--- config.mk ---
export PLATFORM = sky130hd
export DESIGN_NAME = uart_tx_fifo
export DESIGN_NICKNAME = d
export VERILOG_FILES = /design/src/rtl/uart_tx_fifo.sv
export SDC_FILE = /design/constraint.sdc
export NUM_CORES = 1
export LEC_CHECK = 0
export BUFFER_PORTS_ARGS = -buffer_cell sky130_fd_sc_hd__buf_4
export CORE_MARGIN = 1.5
export CORE_UTILIZATION = 40
export CTS_CLUSTER_DIAMETER = 100
export DETAILED_ROUTE_END_ITERATION = 8
export PLACE_DENSITY = 0.54
export SLEW_MARGIN = 5
export SYNTH_ARGS = -nofsm -noshare
export SYNTH_HDL_FRONTEND = slang
export SYNTH_SLANG_ARGS = --single-unit
--- constraint.sdc ---
create_clock -name clk -period 3.2 [get_ports clk]
set_input_delay 0.48 -clock clk [delete_from_list [all_inputs] [get_ports clk]]
set_output_delay 0.48 -clock clk [all_outputs]
set_load 0.01 [all_outputs]
--- src/rtl/uart_tx_fifo.sv ---
// UART transmitter with a small write FIFO. baud_clk is a toggle from the baud
// divider; each level change is one bit period, detected as an enable in clk.
`timescale 1ns/1ps
module uart_tx_fifo #(
  parameter int DATA_BITS  = 8,
  parameter int FIFO_DEPTH = 4,
  parameter int PARITY_EN  = 0,
  parameter int PARITY_ODD = 0,
  parameter int STOP_BITS  = 1
) (
  input  logic                          clk,
  input  logic                          rst,
  input  logic                          baud_clk,
  input  logic [DATA_BITS-1:0]          tx_data,
  input  logic                          tx_valid,
  output logic                          tx_ready,
  output logic                          txd,
  output logic                          busy,
  output logic [$clog2(FIFO_DEPTH):0]   fifo_count
);

  localparam int AW = $clog2(FIFO_DEPTH);
  localparam int CW = AW + 1;
  localparam int IW = $clog2(DATA_BITS);

  typedef enum logic [2:0] {IDLE, START, DATA, PARITY, STOP} state_t;

  logic [DATA_BITS-1:0] mem_q [FIFO_DEPTH];

  state_t               state_q, state_d;
  logic                 baud_prev_q, baud_prev_d;
  logic [DATA_BITS-1:0] shift_q, shift_d;
  logic [IW-1:0]        bit_idx_q, bit_idx_d;
  logic                 stop_cnt_q, stop_cnt_d;
  logic                 parity_q, parity_d;
  logic                 txd_q, txd_d;
  logic [AW-1:0]        wr_ptr_q, wr_ptr_d;
  logic [AW-1:0]        rd_ptr_q, rd_ptr_d;
  logic [CW-1:0]        count_q, count_d;

  logic                 tick;
  logic                 push;
  logic                 pop;
  logic                 start_frame;
  logic [DATA_BITS-1:0] head;

  assign tx_ready   = (count_q < CW'(FIFO_DEPTH));
  assign busy       = (state_q != IDLE) || (count_q != '0);
  assign txd        = txd_q;
  assign fifo_count = count_q;

  always_comb begin
    tick        = (baud_clk != baud_prev_q);
    push        = tx_valid && tx_ready;
    head        = mem_q[rd_ptr_q];
    pop         = 1'b0;
    start_frame = 1'b0;
    baud_prev_d = baud_clk;
    state_d     = state_q;
    shift_d     = shift_q;
    bit_idx_d   = bit_idx_q;
    stop_cnt_d  = stop_cnt_q;
    parity_d    = parity_q;
    txd_d       = txd_q;

    if (tick) begin
      case (state_q)
        IDLE: begin
          if (count_q != '0) start_frame = 1'b1;
          else               txd_d       = 1'b1;
        end
        START: begin
          txd_d     = shift_q[0];
          bit_idx_d = '0;
          state_d   = DATA;
        end
        DATA: begin
          if (bit_idx_q == IW'(DATA_BITS - 1)) begin
            if (PARITY_EN != 0) begin
              txd_d   = parity_q;
              state_d = PARITY;
            end else begin
              txd_d      = 1'b1;
              stop_cnt_d = 1'b0;
              state_d    = STOP;
            end
          end else begin
            shift_d   = shift_q >> 1;
            txd_d     = shift_q[1];
            bit_idx_d = bit_idx_q + 1'b1;
          end
        end
        PARITY: begin
          txd_d      = 1'b1;
          stop_cnt_d = 1'b0;
          state_d    = STOP;
        end
        STOP: begin
          if (stop_cnt_q == 1'(STOP_BITS - 1)) begin
            // Chain straight into the next start bit so queued frames have no idle gap.
            if (count_q != '0) begin
              start_frame = 1'b1;
            end else begin
              txd_d   = 1'b1;
              state_d = IDLE;
            end
          end else begin
            stop_cnt_d = stop_cnt_q + 1'b1;
          end
        end
        default: begin
          txd_d   = 1'b1;
          state_d = IDLE;
        end
      endcase
    end

    if (start_frame) begin
      pop      = 1'b1;
      shift_d  = head;
      parity_d = (^head) ^ 1'(PARITY_ODD);
      txd_d    = 1'b0;
      state_d  = START;
    end

    wr_ptr_d = push ? wr_ptr_q + 1'b1 : wr_ptr_q;
    rd_ptr_d = pop  ? rd_ptr_q + 1'b1 : rd_ptr_q;
    case ({push, pop})
      2'b10:   count_d = count_q + CW'(1);
      2'b01:   count_d = count_q - CW'(1);
      default: count_d = count_q;
    endcase
  end

  always_ff @(posedge clk) begin
    if (rst) begin
      state_q     <= IDLE;
      baud_prev_q <= 1'b0;
      shift_q     <= '0;
      bit_idx_q   <= '0;
      stop_cnt_q  <= 1'b0;
      parity_q    <= 1'b0;
      txd_q       <= 1'b1;
      wr_ptr_q    <= '0;
      rd_ptr_q    <= '0;
      count_q     <= '0;
    end else begin
      state_q     <= state_d;
      baud_prev_q <= baud_prev_d;
      shift_q     <= shift_d;
      bit_idx_q   <= bit_idx_d;
      stop_cnt_q  <= stop_cnt_d;
      parity_q    <= parity_d;
      txd_q       <= txd_d;
      wr_ptr_q    <= wr_ptr_d;
      rd_ptr_q    <= rd_ptr_d;
      count_q     <= count_d;
    end
  end

  // Storage needs no reset; the pointers and count define what is valid.
  always_ff @(posedge clk) begin
    if (push) mem_q[wr_ptr_q] <= tx_data;
  end

endmodule

==> results.md, run 1 <==
* Final total negative setup slack at 0 ns
* Clock transition time at the flip-flop clock pins of the worst setup and hold paths at 0.07 ns
* Largest net degree at the start of global routing at 25
* Core area at about 0.0056 mm2
* Sum of net half-perimeters after detailed placement at 2710 um
* Total grt overflow at 0
* Number of optimization iterations in the first detailed-route pass at 4
* Count of endpoints failing setup in the final report at 0
* Leakage power figure at 0.000963 uW
* Commonest non-fill, non-tap cell in the layout: edfxtp_1
* Die extent in y at 80.1 um
* Total number of yosys warnings at 0
* Worst Setup Path Type: reg2reg
* Avg Vias per Cell at 5.07
* Synth Instances at 173
* Data required time of the critical path at 3.47 ns
* Number of unique standard cell types used by synthesis at 35
* Inserted Diodes at 0
* Delay contributed by the slowest stage of the critical path at 0.37 ns
* Cell accounting for the most synthesized area: edfxtp_1
* Post-cts repair resize count at 0
* Flip-flop and latch count after synthesis at 57
* Most used cells in the layout excluding fill and tap cells: edfxtp_1, dfxtp_1, nor2_1
* Cell with the largest stage delay on the worst path: fa_1
* Number of top-level pins at 18
* Maxcap violations at 0
* Post-route cell area at 0.00275 mm2
* Area growth from synthesis to layout at 15.5%
* Final Net Count at 214
* Final estimated routing congestion in global placement at 0.751
* Number of setup buffers added after CTS at 0
* Final cycle utilization of the critical path at 0.680
* Post-synthesis average cell area at 13.7 um2
* Clock Tree Buf Depth at 2
* Most common cell type on the critical path: inv_1
* Max-slew violation count at 0
* Setup clock skew after layout at a little under 0.008 ns
* Share of the synthesized area in the top cell type at 0.404
* Kind of end point of the critical path: register
* Hold-fix buffers at CTS at 0
* Initial standard-cell utilization of the core at 0.424
* Routed wire per std cell at 15.0 um
* Post-route non-filler standard cell count at 271
* Post-layout total power at 2230 uW
* Final hold slack at between 0.3 and 0.4 ns
* Instance count after placement with tap cells included at between 200 and 300
* Sink count of the clock tree at 57
* Worst EP arrival at between 2 and 2.5 ns
* Number of global-route vias before repair at 1408
* Std-Cell Rows at 27
* Relative slew slack at 0.608
* TritonCTS clock tree: done
* Detailed Route Iter0 Violations at 40
* Final ANT Viol Nets at 0
* Antenna violations before repair at 0
* Sequence of cells on the critical path: nor2_1 > nand3_2 > inv_1 > ha_1 > inv_1 > fa_1 > xor2_1 > or3_1 > a21oi_1
* Hold violation count in the final report at 0
* DP Area at about 0.0026 mm2
* Overall routing resource usage at 0.145
* Die area at roughly 0.0064 mm2
* Worst-Margin Slew at 0.587 ns
* Clock latency on the worst-skew pair at 0.34 ns
* Worst supply voltage drop on vdd at 0.000354 V
* Startpoint Class: register
* Die width at 80.1 um
* Sequential fraction of the synthesis area at 0.615
* Shortest clock period the worst path allows after layout at 2.18 ns
* Library cell used as clock root buffer: clkbuf_8
* Syn_nets at 193
* Port buffer count at 17
* Cells taking the most area after synthesis: edfxtp_1, dfxtp_1, mux4_2
* TritonCTS buffer count at 9
* Level count of the clock H-tree at 3
* Unrepaired setup endpoints after global routing: no
* Wire length reported by the detailed router at 4070 um
* Power density of the placed cells at 812 mW/mm2
* Global-route wire length before repair at 6580 um
* Run status: completed
* Post-Syn Area at 0.00238 mm2
* Count of unresolved DRC violations after routing at 0
* Worst Path Max Fanout at 6
* Via Count at between 1000 and 1500
* Hold WC Path Type: in2reg
* Achievable Freq at 460 MHz
* Share of post-route cells with drive strength above 1 at 0.246
-- final timing paths --
| kind | startpoint | endpoint | slack, ns | depth (start not counted) |
|---|---|---|---|---|
| worst max-delay path | state_q[0] | fifo_count[2] | 1.02 | 9 |
| worst min-delay path | tx_data[4] | mem_q[0][4] | 0.34 | 1 |
| worst max register to register | state_q[0] | fifo_count[2] | 1.02 | 9 |
| worst min register to register | txd | txd | 0.48 | 2 |
-- critical path: cells and delay by family (launching register included) --
kind,cells,cell delay [ns]
flops,1,0.35
simple gates,3,0.76
fa+ha+maj,2,0.54
compound gates,1,0.16
xor+xnor,1,0.16
buf+inv,2,0.14
-- metrics by stage --
stage          utilization  setup slack (ns)
2_1_floorplan            -             0.800
3_3_place_gp         0.456             0.932
3_5_place_dp         0.456             0.820
4_1_cts              0.490              1.01
5_1_grt              0.490             0.853
6_report             0.490              1.02
-- state kept, by name (all words and copies together) (netlist names), named ones only --
register and count:
rd_ptr_q 2, txd 1, wr_ptr_q 2, state_q 3, mem_q 32, shift_q 8
baud_prev_q 1, fifo_count 3, bit_idx_q 3
-- cells by family (layout without fill, tap and decap cells) --
| logic type | after synthesis | in the layout | share of synthesized area |
|---|---|---|---|
| AOI/OAI and AO/OA | 26 | 26 | 0.0768 |
| xor gates and xnor gates | 6 | 6 | 0.0253 |
| adders and majority gates | 8 | 8 | 0.0453 |
| buffers and inverters | 18 | 44 | 0.0337 |
| DFF | 57 | 57 | 0.615 |
| muxes | 15 | 15 | 0.105 |
| and+or+nand+nor | 43 | 43 | 0.0989 |
-- layer usage --
| metal | vias to the layer above | GRT usage | wire, um |
|---|---|---|---|
| li1 | 675 | - | - |
| met1 | 666 | 0.173 | 1860 |
| met2 | 23 | 0.231 | 1980 |
| met3 | 11 | 0.0398 | 120 |
| met4 | 0 | 0.0931 | 111 |
| met5 | - | 0 | 0 |
-- power by group --
group / switching, uW / internal [uW] / total (uW)
registers: 105 / 915 / 1020
clock network: 282 / 350 / 632
logic: 290 / 287 / 577
-- cells in the mapped netlist (all sizes together) --
master and count:
edfxtp 32, dfxtp 25, nor2 19, inv 10, a21oi 8, mux4 8, ha 7, mux2i 7
a211oi 6, o21ai 6, clkbuf 5, and2 4, a22oi 3, buf 3, nand2 3, nand3b 3
nor3 3, or3 3, xnor2 3, xor2 3, nand4 2, nor2b 2, a211o 1, a31oi 1
fa 1, nand2b 1, nand3 1, o32a 1, or2b 1, or3b 1
-- area by class of cell --
| type | instances | area, um2 |
|---|---|---|
| fill | 520 | 2860 |
| sequential | 57 | 1460 |
| multi-input combinational | 98 | 836 |
| timing repair buffer | 18 | 135 |
| clock buffer | 9 | 124 |
| tap | 72 | 90.1 |
| clock inverter | 7 | 61.3 |
| inverter | 10 | 37.5 |
Power figures use the tool's default switching activity.
==> run 2, diff against run 1 <==
PLACE_DENSITY = 0.56   (was 0.54)
clock period = 1.94 ns   (was 3.2 ns; I/O delays follow)
==> run 2 against run 1 <==
Net effect: fmax increased by 14%; global-route usage increased by 0.80 points; sequential share of layout area fell by 5.3 points; largest power group unchanged.
==> results.md, run 2 (synthesis gave the netlist of run 1 again) <==
* Die extent in y at 80.1 um (unchanged)
* Net Sw Power at 1210 uW (+80%)
* Worst EP arrival at 2.17 ns (-0.27 ns)
* Library cell used as clock root buffer: clkbuf_8
* Delay contributed by the slowest stage of the critical path at 0.37 ns (about the same)
* Sequence of cells on the critical path: xor2_4 > nand3_4 > inv_4 > ha_4 > inv_2 > fa_2 > xor2_1 > or3_1 > a21oi_1
* Startpoint Class: register
* Data required time of the critical path at 2.20 ns (-1.27 ns)
* Hold violation count in the final report at 0 (unchanged)
* Unrepaired setup endpoints after global routing: yes
* Worst setup path start: baud_prev_q
* Largest net degree at the start of global routing at 25 (unchanged)
* Count of unresolved DRC violations after routing at 0 (unchanged)
* Wire length reported by the detailed router at 4360 um (+7.1%)
* Port buffer count at 17 (unchanged)
* Number of top-level pins at 18 (unchanged)
* Placement Setup Slack at -0.105 ns (-0.924 ns)
* Core area at 0.00561 mm2 (unchanged)
* Setup clock skew after layout at 0.00776 ns (+0.00000647 ns)
* Die area at 0.00641 mm2 (unchanged)
* Kind of end point of the critical path: register
* TritonCTS clock tree: done
* Final ANT Viol Nets at 0 (unchanged)
* Max-slew violation count at 0 (unchanged)
* Sink count of the clock tree at 57 (unchanged)
* Overall routing resource usage at 0.153 (+0.00797)
* Level count of the clock H-tree at 3 (unchanged)
* Top Registers: mem_q: 32 flops, shift_q: 8 flops
* Clock Tree Buf Depth at 2 (unchanged)
* Launching point of the worst reg2reg path: baud_prev_q
* Number of optimization iterations in the first detailed-route pass at 4 (unchanged)
* Number of flip-flops in the largest register at 32 (unchanged)
* Hold WC Path Type: in2reg
* Avg Vias per Cell at 4.96 (-2.2%)
* Final estimated routing congestion in global placement at 0.787 (+4.9%)
* Maxcap violations at 0 (unchanged)
* Clock Power Share at 0.317 (+0.033)
* WL met1 at 1850 um (-0.54%)
* Initial standard-cell utilization of the core at 0.424 (unchanged)
* FF-to-FF path depth at 9 (unchanged)
* Hold-fix buffers at CTS at 0 (unchanged)
* Most used cells in the layout excluding fill and tap cells: buf_4, edfxtp_1, dfxtp_1
* Global-route wire length before repair at 7040 um (+7.0%)
* Worst-Margin Slew at 0.498 ns (-0.0886 ns)
* Met2 layer wire length in the routed design at 2280 um (+15%)
* Power density of the placed cells at 1380 mW/mm2 (+69%)
* Setup WS post-layout at 0.0375 ns (-0.987 ns)
* Detailed Route Iter0 Violations at 71 (+78%)
* Die width at 80.1 um (unchanged)
* Hold_sp: tx_data[2]
* Leakage power figure at 0.00108 uW (+12%)
* Clock transition time at the flip-flop clock pins of the worst setup and hold paths at 0.07 ns (about the same)
* Antenna violations before repair at 0 (unchanged)
* Count of endpoints failing setup in the final report at 0 (unchanged)
* Shortest clock period the worst path allows after layout at 1.90 ns (-0.273 ns)
* Relative slew slack at 0.666 (+0.0587)
* Final Net Count at 231 (+7.9%)
* Inserted Diodes at 0 (unchanged)
* Worst Setup Path Type: reg2reg
* Area growth from synthesis to layout at 29.5%
* Share of post-route cells with drive strength above 1 at 0.394 (+0.147)
* TritonCTS buffer count at 9 (unchanged)
* Routed wire per std cell at 15.1 um (+0.78%)
* Highest routed layer: met4
* Sequential Power Share at 0.392 (-0.065)
* Top register by number of flip-flops: mem_q
* Std-Cell Rows at 27 (unchanged)
* Number of instances on the worst hold path at 1 (unchanged)
* Number of global-route vias before repair at 1465 (+4.0%)
* Worst Path Max Fanout at 2 (-4)
* Fraction of power spent switching nets at 0.287 (-0.0164)
* Worst supply voltage drop on vdd at 0.000625 V (+77%)
* Sum of net half-perimeters after detailed placement at 2860 um (+5.7%)
* Total grt overflow at 0 (unchanged)
* Combinational share of power at 0.291 (+0.032)
* Run status: completed
* Clock latency on the worst-skew pair at 0.33 ns (about the same)
* Power Internal at 3020 uW (+94%)
* Post-layout total power at 4230 uW (+90%)
* Commonest non-fill, non-tap cell in the layout: buf_4
* Achievable Freq at 526 MHz (+14%)
* Met3 routed wirelength at 117 um (-2.5%)
* Via Count at 1429 (+3.9%)
* Final cycle utilization of the critical path at 0.981 (+0.301)
* Cell with the largest stage delay on the worst path: dfxtp_4
-- run 2: repair_timing --
| action | in CTS | in global routing |
|---|---|---|
| gates cloned | 0 | 1 |
| endpoints found under the setup margin | 2 | 8 |
| pin swaps | 1 | 1 |
| hold endpoints to repair | 0 | 0 |
| resized for setup | 4 | 10 |
| buffers inserted | 3 | 4 |
-- run 2: routing by layer --
metal,GRT usage,vias up
met5,0,-
met4,0.0931,0
met3,0.0341,10
met2,0.256,24
met1,0.179,685
li1,-,710
-- run 2: final cells by class --
class                   instances  area (um2)
inverters                      10        40.0
well taps                      72        90.1
clock inverters                 7         119
flip-flops and latches         57        1480
repair buffers                 35         293
fillers                       506        2530
clock buffers                   9         124
multi-input cells              98         936
-- run 2: worst paths after layout --
kind / to / slack [ns]
setup / recovery: fifo_count[2] / 0.04
hold / removal: mem_q[3][2] / 0.15
setup reg to reg: fifo_count[2] / 0.04
hold reg to reg: shift_q[6] / 0.49
-- run 2: stage by stage --
step | area, um2 | TNS [ns] | util | cells | hold WS [ns]
after global placement | 2690 | 0 | 0.479 | 264 | 0.459
final | 3080 | 0 | 0.549 | 288 | 0.152
after global routing | 3080 | -0.0549 | 0.549 | 288 | 0.142
after CTS | 2970 | 0 | 0.530 | 283 | 0.144
after floorplan | 2430 | -0.208 | - | 173 | 0.355
after detailed placement | 2690 | -0.106 | 0.479 | 264 | 0.477
-- run 2: power groups by stage --
stage	Sequential [uW]	Combinational (uW)	Clock, uW
finish	1660	1230	1340
floorplan	1640	829	0
global route	1690	1360	1430
CTS	1650	1190	1370
global placement	1650	1140	0
detailed placement	1670	1170	0
-- run 2: critical path: cells and delay by family (launching register included) --
family | cells | cell delay, ns
AO/OA/AOI/OAI | 1 | 0.13
adder cells (fa/ha/maj) | 2 | 0.47
XOR/XNOR | 2 | 0.34
buffers and inverters | 2 | 0.11
flip-flops | 1 | 0.37
AND/OR/NAND/NOR | 2 | 0.41
==> run 3, diff against run 2 <==
CORE_UTILIZATION = 53   (was 40)
PLACE_DENSITY = 0.71   (was 0.56)
==> run 3 against run 2 <==
Net effect: highest routed layer unchanged; sequential share of layout area rose by 1.9 points; fmax rose by 0.83%; largest cell class unchanged; critical path type unchanged; clock skew fell by 0.00085 ns; non-clock buffer count fell by 3; largest power group unchanged; clock-buffer cell count rose by 2.
==> results.md, run 3 (synthesis gave the netlist of run 1 again) <==
* Max-slew violation count at 0 (unchanged)
* Routed wire per std cell at 16.2 um (+7.1%)
* Clock latency on the worst-skew pair at 0.33 ns (about the same)
* Sum of net half-perimeters after detailed placement at 2870 um (+0.14%)
* Commonest non-fill, non-tap cell in the layout: edfxtp_1
* WL met1 at 1880 um (+1.2%)
* Number of inserted filler cells in the final layout at 311 (-39%)
* Top Registers: mem_q: 32 flops, shift_q: 8 flops
* Hold-fix buffers at CTS at 0 (unchanged)
* Inserted Diodes at 0 (unchanged)
* Final estimated routing congestion in global placement at 0.809 (+2.8%)
* Worst path bufs/invs at 1 (-1)
* Port buffer count at 17 (unchanged)
* Achievable Freq at 530 MHz (+0.83%)
* Die area at 0.00490 mm2 (-24%)
* Clock transition time at the flip-flop clock pins of the worst setup and hold paths at 0.06 ns (about the same)
* Met3 routed wirelength at 169 um (+44%)
* Setup clock skew after layout at 0.00691 ns (-0.000848 ns)
* Startpoint Class: register
* Final Net Count at 228 (-1.3%)
* Worst Setup Path Type: reg2reg
* Top register by number of flip-flops: mem_q
* Most used cells in the layout excluding fill and tap cells: edfxtp_1, buf_4, dfxtp_1
* Power density of the placed cells at 1320 mW/mm2 (-4.3%)
* Die extent in y at 70.0 um (-13%)
* Largest delay share family, worst path: simple AND/OR/NAND/NOR gates
* Placement Setup Slack at -0.0527 ns (+0.0521 ns)
* Clock Tree Buf Depth at 2 (unchanged)
* Share of post-route cells with drive strength above 1 at 0.357 (-0.0367)
* Cell with the largest stage delay on the worst path: or3b_4
* Initial standard-cell utilization of the core at 0.550 (+0.126)
* Number of optimization iterations in the first detailed-route pass at 4 (unchanged)
* Layout Utilization at 0.685 (+0.136)
* Sink count of the clock tree at 57 (unchanged)
* Largest net degree at the start of global routing at 25 (unchanged)
* Std-Cell Rows at 24 (-11%)
* Run status: completed
* Delay contributed by the slowest stage of the critical path at 0.39 ns (+0.02 ns)
* Global-route wire length before repair at 6970 um (-1.1%)
* Die width at 70.0 um (-13%)
* Final total negative setup slack at 0 ns (unchanged)
* Worst EP arrival at 2.09 ns (-0.08 ns)
* Library cell used as clock root buffer: clkbuf_8
* Worst supply voltage drop on vdd at 0.000863 V (+38%)
* Most common cell type on the critical path: ha_4
* Level count of the clock H-tree at 3 (unchanged)
* Worst-Margin Slew at 0.508 ns (+0.00959 ns)
* Via Count at 1420 (-0.63%)
* Post-route cell area at 0.00296 mm2 (-3.8%)
* Area growth from synthesis to layout at 24.5%
* Met2 layer wire length in the routed design at 2190 um (-4.3%)
* Maxcap violations at 0 (unchanged)
* Core area at 0.00432 mm2 (-23%)
* Wire length reported by the detailed router at 4300 um (-1.4%)
* Overall routing resource usage at 0.191 (+0.0375)
* Instance count after placement with tap cells included at 243 (-8.0%)
* Shortest clock period the worst path allows after layout at 1.89 ns (-0.0156 ns)
* Worst Path Max Fanout at 4 (+2)
* TritonCTS buffer count at 9 (unchanged)
* Highest routed layer: met4
* Multi-input logic area at 931 um2 (-0.53%)
* Count of endpoints failing setup in the final report at 0 (unchanged)
* Number of flip-flops in the largest register at 32 (unchanged)
* Setup slack of the worst register-to-register path at 0.05 ns (+0.02 ns)
* Detailed Route Iter0 Violations at 86 (+21%)
* Avg Vias per Cell at 5.36 (+8.0%)
* Area taken by flip-flops and latches at 0.00148 mm2 (unchanged)
* Antenna violations before repair at 0 (unchanged)
* Relative slew slack at 0.660 (-0.00643)
* Number of top-level pins at 18 (unchanged)
* Hold violation count in the final report at 0 (unchanged)
* Count of unresolved DRC violations after routing at 0 (unchanged)
* Leakage power figure at 0.00104 uW (-4.0%)
* TritonCTS clock tree: done
* Data required time of the critical path at 2.15 ns (-0.05 ns)
* Hold WC Path Type: in2reg
* DP Area at 0.00265 mm2 (-1.2%)
* Total grt overflow at 0 (unchanged)
* Final ANT Viol Nets at 0 (unchanged)
* Number of global-route vias before repair at 1473 (+0.55%)
* Sequence of cells on the critical path: ha_4 > ha_4 > or3b_4 > nor3_4 > clkbuf_16 > mux2i_4 > a211oi_2
* Final cycle utilization of the critical path at 0.973 (-0.00804)
* Setup WS post-layout at 0.0531 ns (+0.0156 ns)
* Post-route non-filler standard cell count at 265 (-8.0%)
* Unrepaired setup endpoints after global routing: yes
* Kind of end point of the critical path: register
-- run 3: cell types whose count changed in the layout (fill, tap and decap cells not counted), moves of 2 or more --
cell,before,now
buf_4,33,30
bufinv_16,3,1
clkbuf_1,0,2
clkinv_1,0,3
clkinvlp_4,2,0
-- run 3: worst paths after layout --
check                             startpoint           to  depth (start not counted)
worst min register to register    shift_q[7]   shift_q[7]                          2
worst min-delay path              tx_data[7]  mem_q[3][7]                          1
worst max-delay path            bit_idx_q[0]   shift_q[3]                          7
worst max register to register  bit_idx_q[0]   shift_q[3]                          7
-- run 3: final cells by class --
| type | count | share of cell area |
|---|---|---|
| Clock buffer | 11 | 0.0444 |
| Clock inverter | 5 | 0.0156 |
| Inverter | 10 | 0.0135 |
| Multi-Input combinational cell | 98 | 0.314 |
| Sequential cell | 57 | 0.499 |
| Tap cell | 52 | 0.0220 |
| Timing Repair Buffer | 32 | 0.0913 |
-- run 3: repair_timing --
item	in CTS	in global routing
gates resized for setup	0	13
endpoints found under the setup margin	0	9
buffers inserted	0	5
-- run 3: power by group --
group	total [uW]	internal (uW)	switching, uW
Clock	1010	578	429
Sequential	1660	1520	146
Combinational	1230	632	593
Total	3900	2730	1170
-- run 3: metal layers --
metal,vias to the layer above,track usage
met5,-,0
met4,0,0.0833
met3,7,0.0606
met2,26,0.315
met1,690,0.230
li1,697,-
-- run 3: metrics by stage --
step	total power (uW)	hold WS (ns)
finish	3900	0.160
floorplan	2470	0.355
detailed placement	2840	0.494
global placement	2770	0.454
global route	4110	0.150
CTS	3850	0.151
